--- config.mk ---
export PLATFORM = sky130hd
export DESIGN_NAME = trap_ctrl_flat
export DESIGN_NICKNAME = d
export VERILOG_FILES = /design/src/rtl/trap_if.sv /design/src/rtl/trap_ctrl.sv /design/src/flat_wrapper.sv
export SDC_FILE = /design/constraint.sdc
export NUM_CORES = 1
export LEC_CHECK = 0
export ABC_AREA = 1
export CAP_MARGIN = 20
export CORE_UTILIZATION = 41
export DETAILED_ROUTE_END_ITERATION = 7
export GPL_TIMING_DRIVEN = 0
export PLACE_DENSITY = 0.86
export SLEW_MARGIN = 15
export SYNTH_ARGS = -nofsm -noshare
export SYNTH_HDL_FRONTEND = slang
export SYNTH_SLANG_ARGS = --single-unit
--- constraint.sdc ---
create_clock -name clk -period 8.76 [get_ports clk]
set_clock_uncertainty 0.05 [all_clocks]
set_input_delay 2.628 -clock clk [delete_from_list [all_inputs] [get_ports clk]]
set_output_delay 2.628 -clock clk [all_outputs]
set_load 0.005 [all_outputs]
--- src/rtl/trap_if.sv ---
// Bus between the core and the trap controller: execute-stage qualifiers and
// CSR file contents flow in; CSR writes, stall and PC redirect flow out.
interface trap_if;
  logic [31:0] pc;
  logic        mret;
  logic [31:0] csr_mstatus;
  logic [31:0] csr_mie;
  logic [31:0] csr_mtvec;
  logic [31:0] csr_mepc;
  logic        csr_wr;
  logic [11:0] csr_addr;
  logic [31:0] csr_wdata;
  logic        stall;
  logic        redirect;
  logic [31:0] redirect_pc;

  // Core side: drives pipeline/CSR state, receives trap actions
  modport master (
    output pc, mret, csr_mstatus, csr_mie, csr_mtvec, csr_mepc,
    input  csr_wr, csr_addr, csr_wdata, stall, redirect, redirect_pc
  );

  // Trap controller side
  modport slave (
    input  pc, mret, csr_mstatus, csr_mie, csr_mtvec, csr_mepc,
    output csr_wr, csr_addr, csr_wdata, stall, redirect, redirect_pc
  );
endinterface

--- src/rtl/trap_ctrl.sv ---
// Machine-mode trap controller: synchronises external/timer interrupts,
// sequences trap entry (mepc, mcause, mstatus writes then vector jump) and
// MRET return (mstatus restore then jump to mepc), stalling the pipeline.
module trap_ctrl #(
  parameter int unsigned SYNC_STAGES = 2
) (
  input  logic   clk,
  input  logic   rst,
  input  logic   irq_ext,
  input  logic   irq_timer,
  trap_if.slave  bus
);

  localparam int unsigned XLEN = 32;
  localparam int unsigned AW   = 12;
  localparam int unsigned CW   = 4;

  localparam logic [AW-1:0] ADDR_MSTATUS = AW'(12'h300);
  localparam logic [AW-1:0] ADDR_MEPC    = AW'(12'h341);
  localparam logic [AW-1:0] ADDR_MCAUSE  = AW'(12'h342);
  localparam logic [CW-1:0] CAUSE_EXT    = CW'(11);
  localparam logic [CW-1:0] CAUSE_TMR    = CW'(7);

  typedef enum logic [2:0] {
    IDLE, T_EPC, T_CAUSE, T_STAT, T_JMP, R_STAT, R_JMP
  } state_t;

  state_t            state_q, state_d;
  logic [SYNC_STAGES-1:0] ext_sync_q, tmr_sync_q;
  logic [XLEN-1:0]   pc_q, pc_d;
  logic [CW-1:0]     cause_q, cause_d;

  logic              wr_d, stall_d, redir_d;
  logic [AW-1:0]     addr_d;
  logic [XLEN-1:0]   wdata_d, rpc_d;

  logic              ext_en, tmr_en, pending;
  logic [XLEN-1:0]   mstatus_trap, mstatus_ret, vec_base, vec_target;
  logic              unused_mie;

  // Interrupt synchronisers; only the last stage is ever observed
  always_ff @(posedge clk or posedge rst) begin
    if (rst) begin
      ext_sync_q <= '0;
      tmr_sync_q <= '0;
    end else begin
      ext_sync_q <= {ext_sync_q[SYNC_STAGES-2:0], irq_ext};
      tmr_sync_q <= {tmr_sync_q[SYNC_STAGES-2:0], irq_timer};
    end
  end

  assign ext_en  = ext_sync_q[SYNC_STAGES-1] & bus.csr_mie[11];
  assign tmr_en  = tmr_sync_q[SYNC_STAGES-1] & bus.csr_mie[7];
  assign pending = (ext_en | tmr_en) & bus.csr_mstatus[3];

  assign unused_mie = ^{bus.csr_mie[31:12], bus.csr_mie[10:8], bus.csr_mie[6:0]};

  // Entry saves MIE into MPIE and disables; return restores MIE and sets MPIE
  assign mstatus_trap = {bus.csr_mstatus[31:8], bus.csr_mstatus[3],
                         bus.csr_mstatus[6:4], 1'b0, bus.csr_mstatus[2:0]};
  assign mstatus_ret  = {bus.csr_mstatus[31:8], 1'b1,
                         bus.csr_mstatus[6:4], bus.csr_mstatus[7], bus.csr_mstatus[2:0]};

  assign vec_base   = {bus.csr_mtvec[XLEN-1:2], 2'b00};
  assign vec_target = (bus.csr_mtvec[1:0] == 2'b01)
                    ? vec_base + {{(XLEN-CW-2){1'b0}}, cause_q, 2'b00}
                    : vec_base;

  // State, latched PC and cause
  always_ff @(posedge clk or posedge rst) begin
    if (rst) begin
      state_q <= IDLE;
      pc_q    <= '0;
      cause_q <= '0;
    end else begin
      state_q <= state_d;
      pc_q    <= pc_d;
      cause_q <= cause_d;
    end
  end

  // Next state, plus outputs decoded from the next state so that the
  // registered outputs line up with the cycle the FSM sits in that state
  always_comb begin
    state_d = state_q;
    pc_d    = pc_q;
    cause_d = cause_q;
    wr_d    = 1'b0;
    addr_d  = '0;
    wdata_d = '0;
    stall_d = 1'b1;
    redir_d = 1'b0;
    rpc_d   = '0;

    unique case (state_q)
      IDLE: begin
        if (bus.mret) begin
          state_d = R_STAT;
        end else if (pending) begin
          state_d = T_EPC;
          pc_d    = bus.pc;
          cause_d = ext_en ? CAUSE_EXT : CAUSE_TMR;
        end
      end
      T_EPC:   state_d = T_CAUSE;
      T_CAUSE: state_d = T_STAT;
      T_STAT:  state_d = T_JMP;
      T_JMP:   state_d = IDLE;
      R_STAT:  state_d = R_JMP;
      R_JMP:   state_d = IDLE;
      default: state_d = IDLE;
    endcase

    unique case (state_d)
      IDLE: stall_d = 1'b0;
      T_EPC: begin
        wr_d    = 1'b1;
        addr_d  = ADDR_MEPC;
        wdata_d = pc_d;
      end
      T_CAUSE: begin
        wr_d    = 1'b1;
        addr_d  = ADDR_MCAUSE;
        wdata_d = {1'b1, {(XLEN-CW-1){1'b0}}, cause_q};
      end
      T_STAT, R_STAT: begin
        wr_d    = 1'b1;
        addr_d  = ADDR_MSTATUS;
        wdata_d = (state_d == T_STAT) ? mstatus_trap : mstatus_ret;
      end
      T_JMP: begin
        redir_d = 1'b1;
        rpc_d   = vec_target;
      end
      R_JMP: begin
        redir_d = 1'b1;
        rpc_d   = bus.csr_mepc;
      end
      default: stall_d = 1'b0;
    endcase
  end

  // Output registers; reset clears them immediately
  always_ff @(posedge clk or posedge rst) begin
    if (rst) begin
      bus.csr_wr      <= 1'b0;
      bus.csr_addr    <= '0;
      bus.csr_wdata   <= '0;
      bus.stall       <= 1'b0;
      bus.redirect    <= 1'b0;
      bus.redirect_pc <= '0;
    end else begin
      bus.csr_wr      <= wr_d;
      bus.csr_addr    <= addr_d;
      bus.csr_wdata   <= wdata_d;
      bus.stall       <= stall_d;
      bus.redirect    <= redir_d;
      bus.redirect_pc <= rpc_d;
    end
  end

endmodule

--- src/flat_wrapper.sv ---
// flat-port wrapper written by rule: the top's interface ports become plain ports
module trap_ctrl_flat 
#(
  parameter int unsigned SYNC_STAGES = 2
)
  (clk, rst, irq_ext, irq_timer, bus_pc, bus_mret, bus_csr_mstatus, bus_csr_mie, bus_csr_mtvec, bus_csr_mepc, bus_csr_wr, bus_csr_addr, bus_csr_wdata, bus_stall, bus_redirect, bus_redirect_pc);
  trap_if bus_i ();
  input  logic clk;
  input  logic rst;
  input  logic irq_ext;
  input  logic irq_timer;
  input wire logic [$bits(bus_i.pc)-1:0] bus_pc;
  input wire logic [$bits(bus_i.mret)-1:0] bus_mret;
  input wire logic [$bits(bus_i.csr_mstatus)-1:0] bus_csr_mstatus;
  input wire logic [$bits(bus_i.csr_mie)-1:0] bus_csr_mie;
  input wire logic [$bits(bus_i.csr_mtvec)-1:0] bus_csr_mtvec;
  input wire logic [$bits(bus_i.csr_mepc)-1:0] bus_csr_mepc;
  output wire logic [$bits(bus_i.csr_wr)-1:0] bus_csr_wr;
  output wire logic [$bits(bus_i.csr_addr)-1:0] bus_csr_addr;
  output wire logic [$bits(bus_i.csr_wdata)-1:0] bus_csr_wdata;
  output wire logic [$bits(bus_i.stall)-1:0] bus_stall;
  output wire logic [$bits(bus_i.redirect)-1:0] bus_redirect;
  output wire logic [$bits(bus_i.redirect_pc)-1:0] bus_redirect_pc;
  assign bus_i.pc = bus_pc;
  assign bus_i.mret = bus_mret;
  assign bus_i.csr_mstatus = bus_csr_mstatus;
  assign bus_i.csr_mie = bus_csr_mie;
  assign bus_i.csr_mtvec = bus_csr_mtvec;
  assign bus_i.csr_mepc = bus_csr_mepc;
  assign bus_csr_wr = bus_i.csr_wr;
  assign bus_csr_addr = bus_i.csr_addr;
  assign bus_csr_wdata = bus_i.csr_wdata;
  assign bus_stall = bus_i.stall;
  assign bus_redirect = bus_i.redirect;
  assign bus_redirect_pc = bus_i.redirect_pc;
  trap_ctrl #(.SYNC_STAGES(SYNC_STAGES)) u_core (.clk(clk), .rst(rst), .irq_ext(irq_ext), .irq_timer(irq_timer), .bus(bus_i));
endmodule
# Word-level counts from Yosys, hierarchy flattened
# Cells that the tools add are included.
[totals]
regBits = 120
input_bits = 165
out_inout_bits = 79
elab_cells = 49
[op_classes]
addsub = 1
eq_ne = 11
mux = 15
bitwise = 5
n_reduce_logical = 6
[ops]
columns = ["cell", "count"]
rows = [
  ["two-way mux 32 bit", 4],
  ["one-hot mux 32 bit (3 select lines)", 1],
  ["one-hot mux 32 bit (2 select lines)", 1],
  ["adder 32 x 6 -> 32 bit", 1],
  ["one-hot mux 10 bit (3 select lines)", 1],
  ["one-hot mux 3 bit (5 select lines)", 1],
  ["== test 3 x 2 -> 1 bit, second input constant", 4],
  ["== test 3 bit, second input constant", 4],
  ["two-way mux 8 bit", 1],
  ["== test 3 x 1 -> 1 bit, second input constant", 2],
  ["two-way mux 3 bit", 2],
  ["OR reduction 6 bit", 1],
  ["two-way mux 4 bit", 1],
  ["OR reduction 2 bit", 2],
  ["OR reduction 4 bit", 1],
  ["bitwise AND 1 bit", 3],
  ["logical NOT 3 bit", 1],
  ["two-way mux 1 bit", 3],
  ["AND reduction 3 bit", 1],
  ["== test 2 x 1 -> 1 bit, second input constant", 1],
  ["NOT 1 bit", 1],
  ["bitwise OR 1 bit", 1],
]

# Longest topological paths before layout
# Gate-level depths: netlist (run 1).
[logic_depth]
word_depth = 9
depth_mapped = 13
depth_no_buf = 12

# Least setup slack after synthesis (run 1)
# Ideal clock, no wire load.
[synth_timing]
kind = "in2reg"
from = "in bus_csr_mtvec[2]"
to = "reg u_core.bus.redirect_pc[8]"
setup_ns = 0.117
arrival_time_ns = 4.020
required_time_ns = 8.593
path_slack_ns = 4.573
path_stages = 9
n_path_buf = 0
cell_sequence = "ha_1 > fa_1 > nand2_1 > nand3_1 > nand3_1 > nor2_1 > or2_2 > nand3_1 > nand2_1"
[synth_between]
elab_chain_len = 3
[synth_rtl]
columns = ["element", "line", "text"]
rows = [
  ["from (decl)", "flat_wrapper.sv:16", "input wire logic [$bits(bus_i.csr_mtvec)-1:0] bus_csr_mtvec;"],
  ["adder 32 x 6 -> 32 bit", "trap_ctrl.sv:66", "? vec_base + {{(XLEN-CW-2){1'b0}}, cause_q, 2'b00}"],
  ["two-way mux 32 bit", "trap_ctrl.sv:66", ""],
  ["one-hot mux 32 bit (2 select lines)", "trap_ctrl.sv:114", "unique case (state_d)"],
  ["net u_core.rpc_d[8]", "trap_ctrl.sv:35", "logic [XLEN-1:0] wdata_d, rpc_d;"],
  ["to (signal assigned)", "trap_ctrl.sv:158", "bus.redirect_pc <= rpc_d;"],
  ["to (decl)", "trap_if.sv:26", "output csr_wr, csr_addr, csr_wdata, stall, redirect, redirect_pc"],
]
# The timed path passes the listed nets, and every way through them passes these cells.
# A chain may end at the register's enable or synchronous reset.

# Final worst setup path (run 1)
[layout_timing]
from = "in bus_csr_mtvec[5]"
to = "reg u_core.bus.redirect_pc[28]"
# Same word-level chain as after synthesis.

==> results of run 1 <==
power breakdown:
part / switching (mW) / internal [mW]
Clock: 0.144 / 0.132
Sequential: 0.0547 / 0.502
Combinational: 0.347 / 0.389
Total: 0.546 / 1.02
Yosys cell counts (all sizes together):
cell type / n / area (um2)
nand2: 181 / 679.4
dfrtp: 80 / 2002
inv: 79 / 296.5
nand3: 43 / 215.2
nor2: 43 / 178.9
o21ai: 40 / 200.2
clkbuf: 14 / 52.55
buf: 13 / 95.09
nand4: 13 / 81.33
o21bai: 6 / 45.04
a21oi: 5 / 28.78
or2: 5 / 31.28
ha: 4 / 50.05
nor3: 4 / 20.02
o211ai: 4 / 30.03
a22oi: 3 / 22.52
xnor2: 3 / 26.28
nand3b: 2 / 15.01
a21boi: 1 / 7.510
a21o: 1 / 7.510
clkinv: 1 / 3.750
conb: 1 / 3.750
fa: 1 / 20.02
nor3b: 1 / 18.77
o21a: 1 / 7.510
o31ai: 1 / 7.510
xor2: 1 / 8.760
kinds of logic after synthesis:
logic type | after synthesis
DFF | 80
xor gates and xnor gates | 4
AOI/OAI and AO/OA | 62
adders and majority gates | 5
buffers and inverters | 107
and+or+nand+nor | 292
other | 1
layer usage:
layer	track usage [%]	share of wire, %	vias to the layer above
met5	0	0	-
met4	10.11	2.0	0
met3	9.017	8.3	18
met2	50.92	52	180
met1	28.65	37	2031
li1	-	-	2155
worst paths after layout:
check | start | cells past startpoint | slack [ps] | end
max | bus_csr_mtvec[5] | 9 | 4160 | u_core.bus.redirect_pc[28]$_DFF_PP0_
min | u_core.tmr_sync_q[0]$_DFF_PP0_ | 0 | 310 | u_core.tmr_sync_q[1]$_DFF_PP0_
max reg2reg | u_core.cause_q[1]$_DFFE_PP0P_ | 9 | 6430 | u_core.bus.redirect_pc[28]$_DFF_PP0_
min reg2reg | u_core.tmr_sync_q[0]$_DFF_PP0_ | 0 | 310 | u_core.tmr_sync_q[1]$_DFF_PP0_
max in group asynchronous | rst | 3 | 5490 | u_core.bus.redirect_pc[15]$_DFF_PP0_
min in group asynchronous | rst | 2 | 2580 | u_core.bus.csr_addr[0]$_DFF_PP0_
area by class of cell:
class                   instances  area, um2
inverters                      80      302.8
clock inverters                 5      57.56
repair buffers                207       2090
plain buffers                  27      147.6
clock buffers                  11      131.4
multi-input cells             370       1728
fillers                       847       3194
flip-flops and latches         80       2002
well taps                     133      166.4
flip-flops by register name, indices dropped and copies added, names as in the netlist:
name,flops
u_core.bus.redirect,1
u_core.bus.stall,1
u_core.tmr_sync_q,2
u_core.cause_q,3
u_core.bus.csr_addr,4
u_core.state_q,3
u_core.bus.redirect_pc,32
u_core.ext_sync_q,2
u_core.bus.csr_wdata,32
critical path, delay by kind of cell:
family	cells	cell delay (ps)
and+or+nand+nor	5	950
buffers and inverters	2	550
adders and majority gates	1	380
AOI/OAI and AO/OA	1	290
stage by stage:
step	power, mW	utilization, %	std cells	area (um2)	hold slack [ps]
after global placement	1.274	65.24	896	6406	283.8
after floorplan	0.8683	-	557	4178	281.2
after global routing	1.672	67.47	913	6625	318.6
after CTS	1.580	67.47	913	6625	311.1
final	1.569	67.47	913	6625	306.0
after detailed placement	1.302	65.55	897	6436	292.6
==> reports/metrics.csv, run 1 <==
metric,value,unit
synthMuxAreaShare,0,%
outcome,"finished, final reports clean",
portBuffers,206,
routed_wl,14330,um
worstMarginPinSlew,618.1,ps
crit_path_cell_trace,clkdlybuf4s50_1 > ha_1 > inv_1 > a21oi_1 > nand4_1 > nor2_1 > nand4_1 > nand3_1 > nand2_1,
cp-end-kind,flip-flop,
grt_pass1_vias,4304,
grt.total_usage,27.43,%
vias_per_cell,4.802,
synth_cell_types,33,
dp_hpwl,11600,um
initial_utilization,42.32,%
crit_fanout,5,
fmax,217.6,MHz
synth-xor-area-share,0.8431,%
cp_common_cell,nand4_1,
final_max_slew_viol_count,0,
synth_top_family_by_area,simple AND/OR/NAND/NOR gates,
post_cts_buffers,0,
path_class,in2reg,
synth-compound-area-share,8.582,%
place_ws,3773,ps
wl_per_cell,15.70,um
cts_made_buffers,9,
cts.clk_slew.worst_paths,80,ps
grt_max_degree,49,
clock_latency,360,ps
crit_required,8960,ps
final_common_cell,clkdlybuf4s50_1,
syn_inst,551,
rsz0062_at_grt,false,
antenna_found_initial,0,
mostFrequentLayoutCells,"clkdlybuf4s50_1, nand2_1, dfrtp_1",
setup_slack,4164,ps
drive_above_1_share,5.256,%
ys_ff_latch,80,
synth-simple-area-share,29.84,%
die_x,102.7,um
slowest_stage,clkdlybuf4s50_1,
maxCapViolations,0,
grt_overflow,0,
ioPinCount,244,
synth-adder-area-share,1.686,%
clockBufferDepth,2,
setup_tns,0,ps
syn_to_final_growth,59.44,%
coreArea,9819,um2
route.vias.total,4384,
num_antenna_cells,0,
relSlewSlack,58.80,%
drtPass1Iterations,4,
peakVddDrop,153.6,uV
hp-class,reg2reg,
std_cell_rows,36,
antenna_left,0,
yosysSeqAreaShare,48.18,%
clkSinkCount,80,
die_y,102.7,um
cts_resized,0,
yosys_warnings,0,
drtIter0Drc,142,
p_per_area,236.8,nW/um2
arrival,4800,ps
cp-start-kind,primary input,
die_area,10540,um2
drc,0,
gp_congestion,0.8892,
synth.cell_area,4155,um2
syn_avg_cell_area,7.541,um2
grt_pass1_wl,21230,um
setup_viol,0,
postCtsHoldBufs,0,
period_share,52.47,%
leakage,3.189,nW
nets,945,
min_period,4596,ps
clock-root-buffer,clkbuf_8,
cts_tree,yes,
htreeDepth,3,
hold_viol_final,0,
cpPeakStageDelay,460,ps
Note: power is estimated with default switching activity, not from simulation.
==> run 2: changes to the inputs <==
CORE_UTILIZATION = 34   (was 41)
PLACE_DENSITY = 0.76   (was 0.86)
clock period = 4.19 ns   (was 8.76 ns; I/O delays follow)
==> run 2 against run 1 <==
Sequential power up 110%. Combinational power rose by 110%. Global-route usage decreased by 5.4 points. Utilization shrank 11 points. Register-to-register slack got worse by 4500 ps. Non-clock buffer count is the same. Clock power rose to 3.1 times the previous value.
==> reports/metrics.csv, run 2 (synthesis gave the netlist of run 1 again) <==
metric,value,unit,change
outcome,"finished, final reports clean",,unchanged
place_ws,676.2,ps,was 3773 ps
wl_per_cell,14.31,um,was 15.70 um
p_per_area,521.5,nW/um2,was 236.8 nW/um2
reg.largest.list,"u_core.bus.csr_wdata x32, u_core.bus.redirect_pc x32, u_core.bus.csr_addr x4",,unchanged
std_cell_rows,40,,was 36
num_antenna_cells,0,,unchanged
die_y,112.6,um,was 102.7 um
leakage,3.248,nW,was 3.189 nW
routed_wl,13260,um,was 14330 um
rsz0062_at_grt,false,,unchanged
drc,0,,unchanged
setup_viol,0,,unchanged
worstMarginPinSlew,692.7,ps,was 618.1 ps
relSlewSlack,53.82,%,was 58.80%
cts_resized,0,,unchanged
dp_hpwl,10440,um,was 11600 um
die_x,112.6,um,was 102.7 um
postCtsHoldBufs,0,,unchanged
antenna_left,0,,unchanged
cts.clk_slew.worst_paths,70,ps,was 80 ps
grt_pass1_vias,4146,,was 4304
grt_overflow,0,,unchanged
grt_pass1_wl,21150,um,was 21230 um
cts_made_buffers,9,,unchanged
nets,945,,unchanged
hp-class,reg2reg,,unchanged
r2r_start,u_core.cause_q[1]$_DFFE_PP0P_,,unchanged
final_common_cell,clkdlybuf4s50_1,,unchanged
clockBufferDepth,2,,unchanged
grt_max_degree,62,,was 49
setup_slack,1009,ps,was 4164 ps
rrSetupSlack,1930,ps,was 6430 ps
post-route-util,56.63,%,was 67.47%
fmax,314.4,MHz,
htreeDepth,3,,unchanged
gp_congestion,0.9034,,was 0.8892
peakVddDrop,235.5,uV,was 153.6 uV
route.vias.total,4246,,was 4384
cp-end-kind,flip-flop,,unchanged
portBuffers,206,,unchanged
clkSinkCount,80,,unchanged
antenna_found_initial,0,,unchanged
min_period,3181,ps,
drive_above_1_share,5.385,%,was 5.256%
grt.total_usage,22.00,%,was 27.43%
initial_utilization,34.74,%,was 42.32%
final_max_slew_viol_count,0,,unchanged
maxCapViolations,0,,unchanged
post_cts_buffers,0,,unchanged
cp-startpoint,bus_csr_mtvec[4],,was bus_csr_mtvec[5]
die_area,12670,um2,was 10540 um2
cp-start-kind,primary input,,unchanged
arrival,3370,ps,was 4800 ps
crit_required,4380,ps,was 8960 ps
path_class,in2reg,,unchanged
holdWs,299.2,ps,was 306.0 ps
period_share,75.91,%,
drtPass1Iterations,5,,was 4
crit_fanout,7,,was 5
hold_viol_final,0,,unchanged
r2r-end,u_core.bus.redirect_pc[8]$_DFF_PP0_,,was u_core.bus.redirect_pc[28]$_DFF_PP0_
clock-root-buffer,clkbuf_16,,was clkbuf_8
endpoint,u_core.bus.redirect_pc[23]$_DFF_PP0_,,was u_core.bus.redirect_pc[28]$_DFF_PP0_
ff2ff_path_depth,9,,unchanged
syn_to_final_growth,63.02,%,was 59.44%
drtIter0Drc,332,,was 142
cts_tree,yes,,unchanged
clock_latency,350,ps,was 360 ps
mostFrequentLayoutCells,"clkdlybuf4s50_1, nand2_1, dfrtp_1",,unchanged
coreArea,11960,um2,was 9819 um2
ioPinCount,244,,unchanged
vias_per_cell,4.580,,was 4.802
==> run 2: cell count changes in the layout (fill, tap and decap cells not counted), sizes merged <==
cell    change
bufinv      +1
clkbuf      -1
clkinv      -1
inv         +1
==> run 2: final cells by class <==
cell class	instances	area (um2)
fill	1093	5187
multi-input combinational	370	1728
inverter	80	302.8
clock buffer	10	229.0
buffer	27	147.6
clock inverter	6	91.34
sequential	80	2002
timing repair buffer	207	2090
tap	147	183.9
==> run 2: worst max-delay path, stage by stage <==
cell and delay [ps]:
clkdlybuf4s50_1 430, ha_1 280, buf_2 170, nand2_1 70
nor2_1 100, nand2_1 60, nand3_1 170, nand3_1 200
nor2_1 290, nand3_1 120, nand3_1 140, nand2_1 60
==> run 2: layer usage <==
| metal | vias to the layer above | global-route usage [%] | part of all wire, % |
|---|---|---|---|
| li1 | 2153 | - | - |
| met1 | 1924 | 28.27 | 44 |
| met2 | 149 | 36.09 | 48 |
| met3 | 20 | 4.104 | 5.6 |
| met4 | 0 | 9.778 | 2.2 |
| met5 | - | 0 | 0 |
==> run 2: worst min path at each step <==
stage                                                end  depth (start not counted)  slack, ps                           start
final                     u_core.tmr_sync_q[1]$_DFF_PP0_                          0        300  u_core.tmr_sync_q[0]$_DFF_PP0_
after global routing      u_core.ext_sync_q[1]$_DFF_PP0_                          0        320  u_core.ext_sync_q[0]$_DFF_PP0_
after CTS                 u_core.tmr_sync_q[1]$_DFF_PP0_                          0        300  u_core.tmr_sync_q[0]$_DFF_PP0_
after detailed placement  u_core.tmr_sync_q[1]$_DFF_PP0_                          0        280  u_core.tmr_sync_q[0]$_DFF_PP0_
after global placement    u_core.ext_sync_q[1]$_DFF_PP0_                          0        280  u_core.ext_sync_q[0]$_DFF_PP0_
after floorplan           u_core.ext_sync_q[1]$_DFF_PP0_                          0        280  u_core.ext_sync_q[0]$_DFF_PP0_
==> run 2: per-stage QoR <==
step	power (mW)	cells	instance area (um2)	TNS [ps]
after floorplan	1.815	557	4178	0
after global placement	2.667	910	6424	-40580
after detailed placement	2.695	911	6454	0
after CTS	3.569	927	6774	0
after global routing	3.782	927	6774	0
final	3.533	927	6774	0
==> run 2: power breakdown <==
| part | internal [mW] | switching [mW] | total, mW | leakage (nW) |
|---|---|---|---|---|
| Combinational | 0.814 | 0.708 | 1.52 | 2.04 |
| Sequential | 1.05 | 0.106 | 1.16 | 1.05 |
| Clock | 0.525 | 0.330 | 0.855 | 0.157 |
==> run 3: changes to the inputs <==
CORE_UTILIZATION = 38   (was 34)
PLACE_DENSITY = 0.81   (was 0.76)
clock period = 3.1 ns   (was 4.19 ns; I/O delays follow)
==> run 3 against run 2 <==
Non-clock buffer count is the same. Count of clock-buffer cells in the layout is the same. Critical path depth shrank 2. First-iteration DRC count grew 0.60%. Via count grew 5.0%. Worst setup slack lost 720 ps. Global-route usage grew 3.7 points. Combinational power grew 36%. Clock power grew 1%. Utilization grew 7.0 points. Cell area shrank 1.7%. Sequential share of layout area grew 0.52 points. Critical endpoint is now u_core.bus.redirect_pc[28]$_DFF_PP0_. Largest power group unchanged.
==> reports/metrics.csv, run 3 (synthesis gave the netlist of run 1 again) <==
metric,value,unit,change
outcome,"finished, final reports clean",,unchanged
crit_family,simple AND/OR/NAND/NOR gates,,unchanged
mostFrequentLayoutCells,"clkdlybuf4s50_1, nand2_1, dfrtp_1",,unchanged
clockBufferDepth,2,,unchanged
gp_congestion,0.8894,,was 0.9034
peakVddDrop,403.0,uV,was 235.5 uV
drtIter0Drc,334,,was 332
grt_pass1_vias,4700,,was 4146
route.vias.total,4458,,was 4246
vias_per_cell,4.867,,was 4.580
num_antenna_cells,0,,unchanged
coreArea,10460,um2,was 11960 um2
grt_overflow,0,,unchanged
die_y,106.6,um,was 112.6 um
cts_resized,0,,unchanged
drive_above_1_share,5.385,%,unchanged
syn_to_final_growth,60.22,%,was 63.02%
final_common_cell,clkdlybuf4s50_1,,unchanged
antenna_found_initial,0,,unchanged
arrival,3030,ps,was 3370 ps
die_area,11360,um2,was 12670 um2
wl_per_cell,15.51,um,was 14.31 um
grt.total_usage,25.67,%,was 22.00%
rsz0062_at_grt,false,,unchanged
finalPower,4.503,mW,was 3.533 mW
nets,945,,unchanged
leakage,3.199,nW,was 3.248 nW
grt_pass1_wl,22290,um,was 21150 um
relSlewSlack,50.83,%,was 53.82%
drc,0,,unchanged
nFillCells,922,,was 1093
maxCapViolations,0,,unchanged
p_per_area,676.4,nW/um2,was 521.5 nW/um2
grt_max_degree,58,,was 62
htreeDepth,3,,unchanged
std_cell_rows,37,,was 40
portBuffers,206,,unchanged
setup_tns,0,ps,unchanged
antenna_left,0,,unchanged
ff2ff_path_depth,9,,unchanged
cp-end-kind,flip-flop,,unchanged
clock-root-buffer,clkbuf_8,,was clkbuf_16
hold_viol_final,0,,unchanged
initial_utilization,39.72,%,was 34.74%
postCtsHoldBufs,0,,unchanged
post_cts_buffers,0,,unchanged
slowest_stage,clkdlybuf4s50_1,,unchanged
clock_latency,360,ps,was 350 ps
drtPass1Iterations,5,,unchanged
fmax,355.2,MHz,
min_period,2815,ps,
crit_required,3310,ps,was 4380 ps
worstMarginPinSlew,737.6,ps,was 692.7 ps
cts_tree,yes,,unchanged
clkSinkCount,80,,unchanged
final_max_slew_viol_count,0,,unchanged
cp-start-kind,primary input,,unchanged
routed_wl,14200,um,was 13260 um
hold_path_depth,0,,unchanged
cts_made_buffers,9,,unchanged
critical_path_depth,10,,was 12
setup_viol,0,,unchanged
dp_hpwl,11440,um,was 10440 um
path_class,in2reg,,unchanged
cts.clk_slew.worst_paths,90,ps,was 70 ps
die_x,106.6,um,was 112.6 um
crit_fanout,5,,was 7
period_share,90.82,%,
path_buf_inv,1,,was 2
reg.largest.list,"u_core.bus.csr_wdata x32, u_core.bus.redirect_pc x32, u_core.bus.csr_addr x4",,unchanged
ioPinCount,244,,unchanged
hp-class,reg2reg,,unchanged
cpPeakStageDelay,490,ps,was 430 ps
crit_path_cell_trace,clkdlybuf4s50_1 > ha_1 > fa_1 > nand2_1 > nand3_1 > nand4_1 > nor2_1 > nand4_1 > nand3_1 > nand2_1,,was clkdlybuf4s50_1 > ha_1 > buf_2 > nand2_1 > nor2_1 > nand2_1 > nand3_1 > nand3_1 > nor2_1 > nand3_1 > nand3_1 > nand2_1
## run 3: where the power goes
part | leakage [nW] | internal, mW | switching (mW)
clock | 0.107 | 0.458 | 0.406
combinational | 2.04 | 1.10 | 0.970
sequential | 1.05 | 1.42 | 0.152
total | 3.20 | 2.98 | 1.53
## run 3: through the flow
step	setup WS, ps	utilization (%)	hold WS, ps	instance area [um2]	instances
6_report	284.6	63.63	299.1	6658	916
5_1_grt	144.9	63.63	300.4	6658	916
4_1_cts	313.9	63.63	300.4	6658	916
3_5_place_dp	-106.8	61.55	287.2	6440	900
3_3_place_gp	-1176	61.27	282.9	6410	899
2_1_floorplan	68.26	-	281.2	4178	557
## run 3: worst paths after layout
check / from / to / slack [ps]
worst min-delay path: u_core.ext_sync_q[0]$_DFF_PP0_ / u_core.ext_sync_q[1]$_DFF_PP0_ / 300
max in group asynchronous: rst / u_core.bus.redirect_pc[31]$_DFF_PP0_ / 1550
worst min register to register: u_core.ext_sync_q[0]$_DFF_PP0_ / u_core.ext_sync_q[1]$_DFF_PP0_ / 300
worst max-delay path: bus_csr_mtvec[2] / u_core.bus.redirect_pc[28]$_DFF_PP0_ / 280
min in group asynchronous: rst / u_core.bus.redirect_pc[5]$_DFF_PP0_ / 850
worst max register to register: u_core.cause_q[1]$_DFFE_PP0P_ / u_core.bus.redirect_pc[28]$_DFF_PP0_ / 810
## run 3: worst reg2reg max path, cell delays in order, from the launching register on
cell and delay (ps):
dfrtp_1 490, ha_1 270, fa_1 290, nand2_1 80
nand3_1 130, nand4_1 180, nor2_1 380, nand4_1 140
nand3_1 130, nand2_1 60
## run 3: final cells by class
type / count / area, um2 / area share [%]
Multi-Input combinational cell: 370 / 1728 / 25.95
Clock inverter: 6 / 90.09 / 1.353
Sequential cell: 80 / 2002 / 30.07
Buffer: 27 / 147.6 / 2.218
Timing Repair Buffer: 207 / 2090 / 31.38
Inverter: 80 / 302.8 / 4.548
Clock buffer: 10 / 127.6 / 1.917
Tap cell: 136 / 170.2 / 2.556
## run 3: per-layer routing
layer	vias to the layer above	GRT usage, %	routed length (um)
li1	2150	-	-
met5	-	0	0
met3	30	8.267	1284
met4	0	9.687	350
met2	214	48.06	7274
met1	2064	26.37	5295
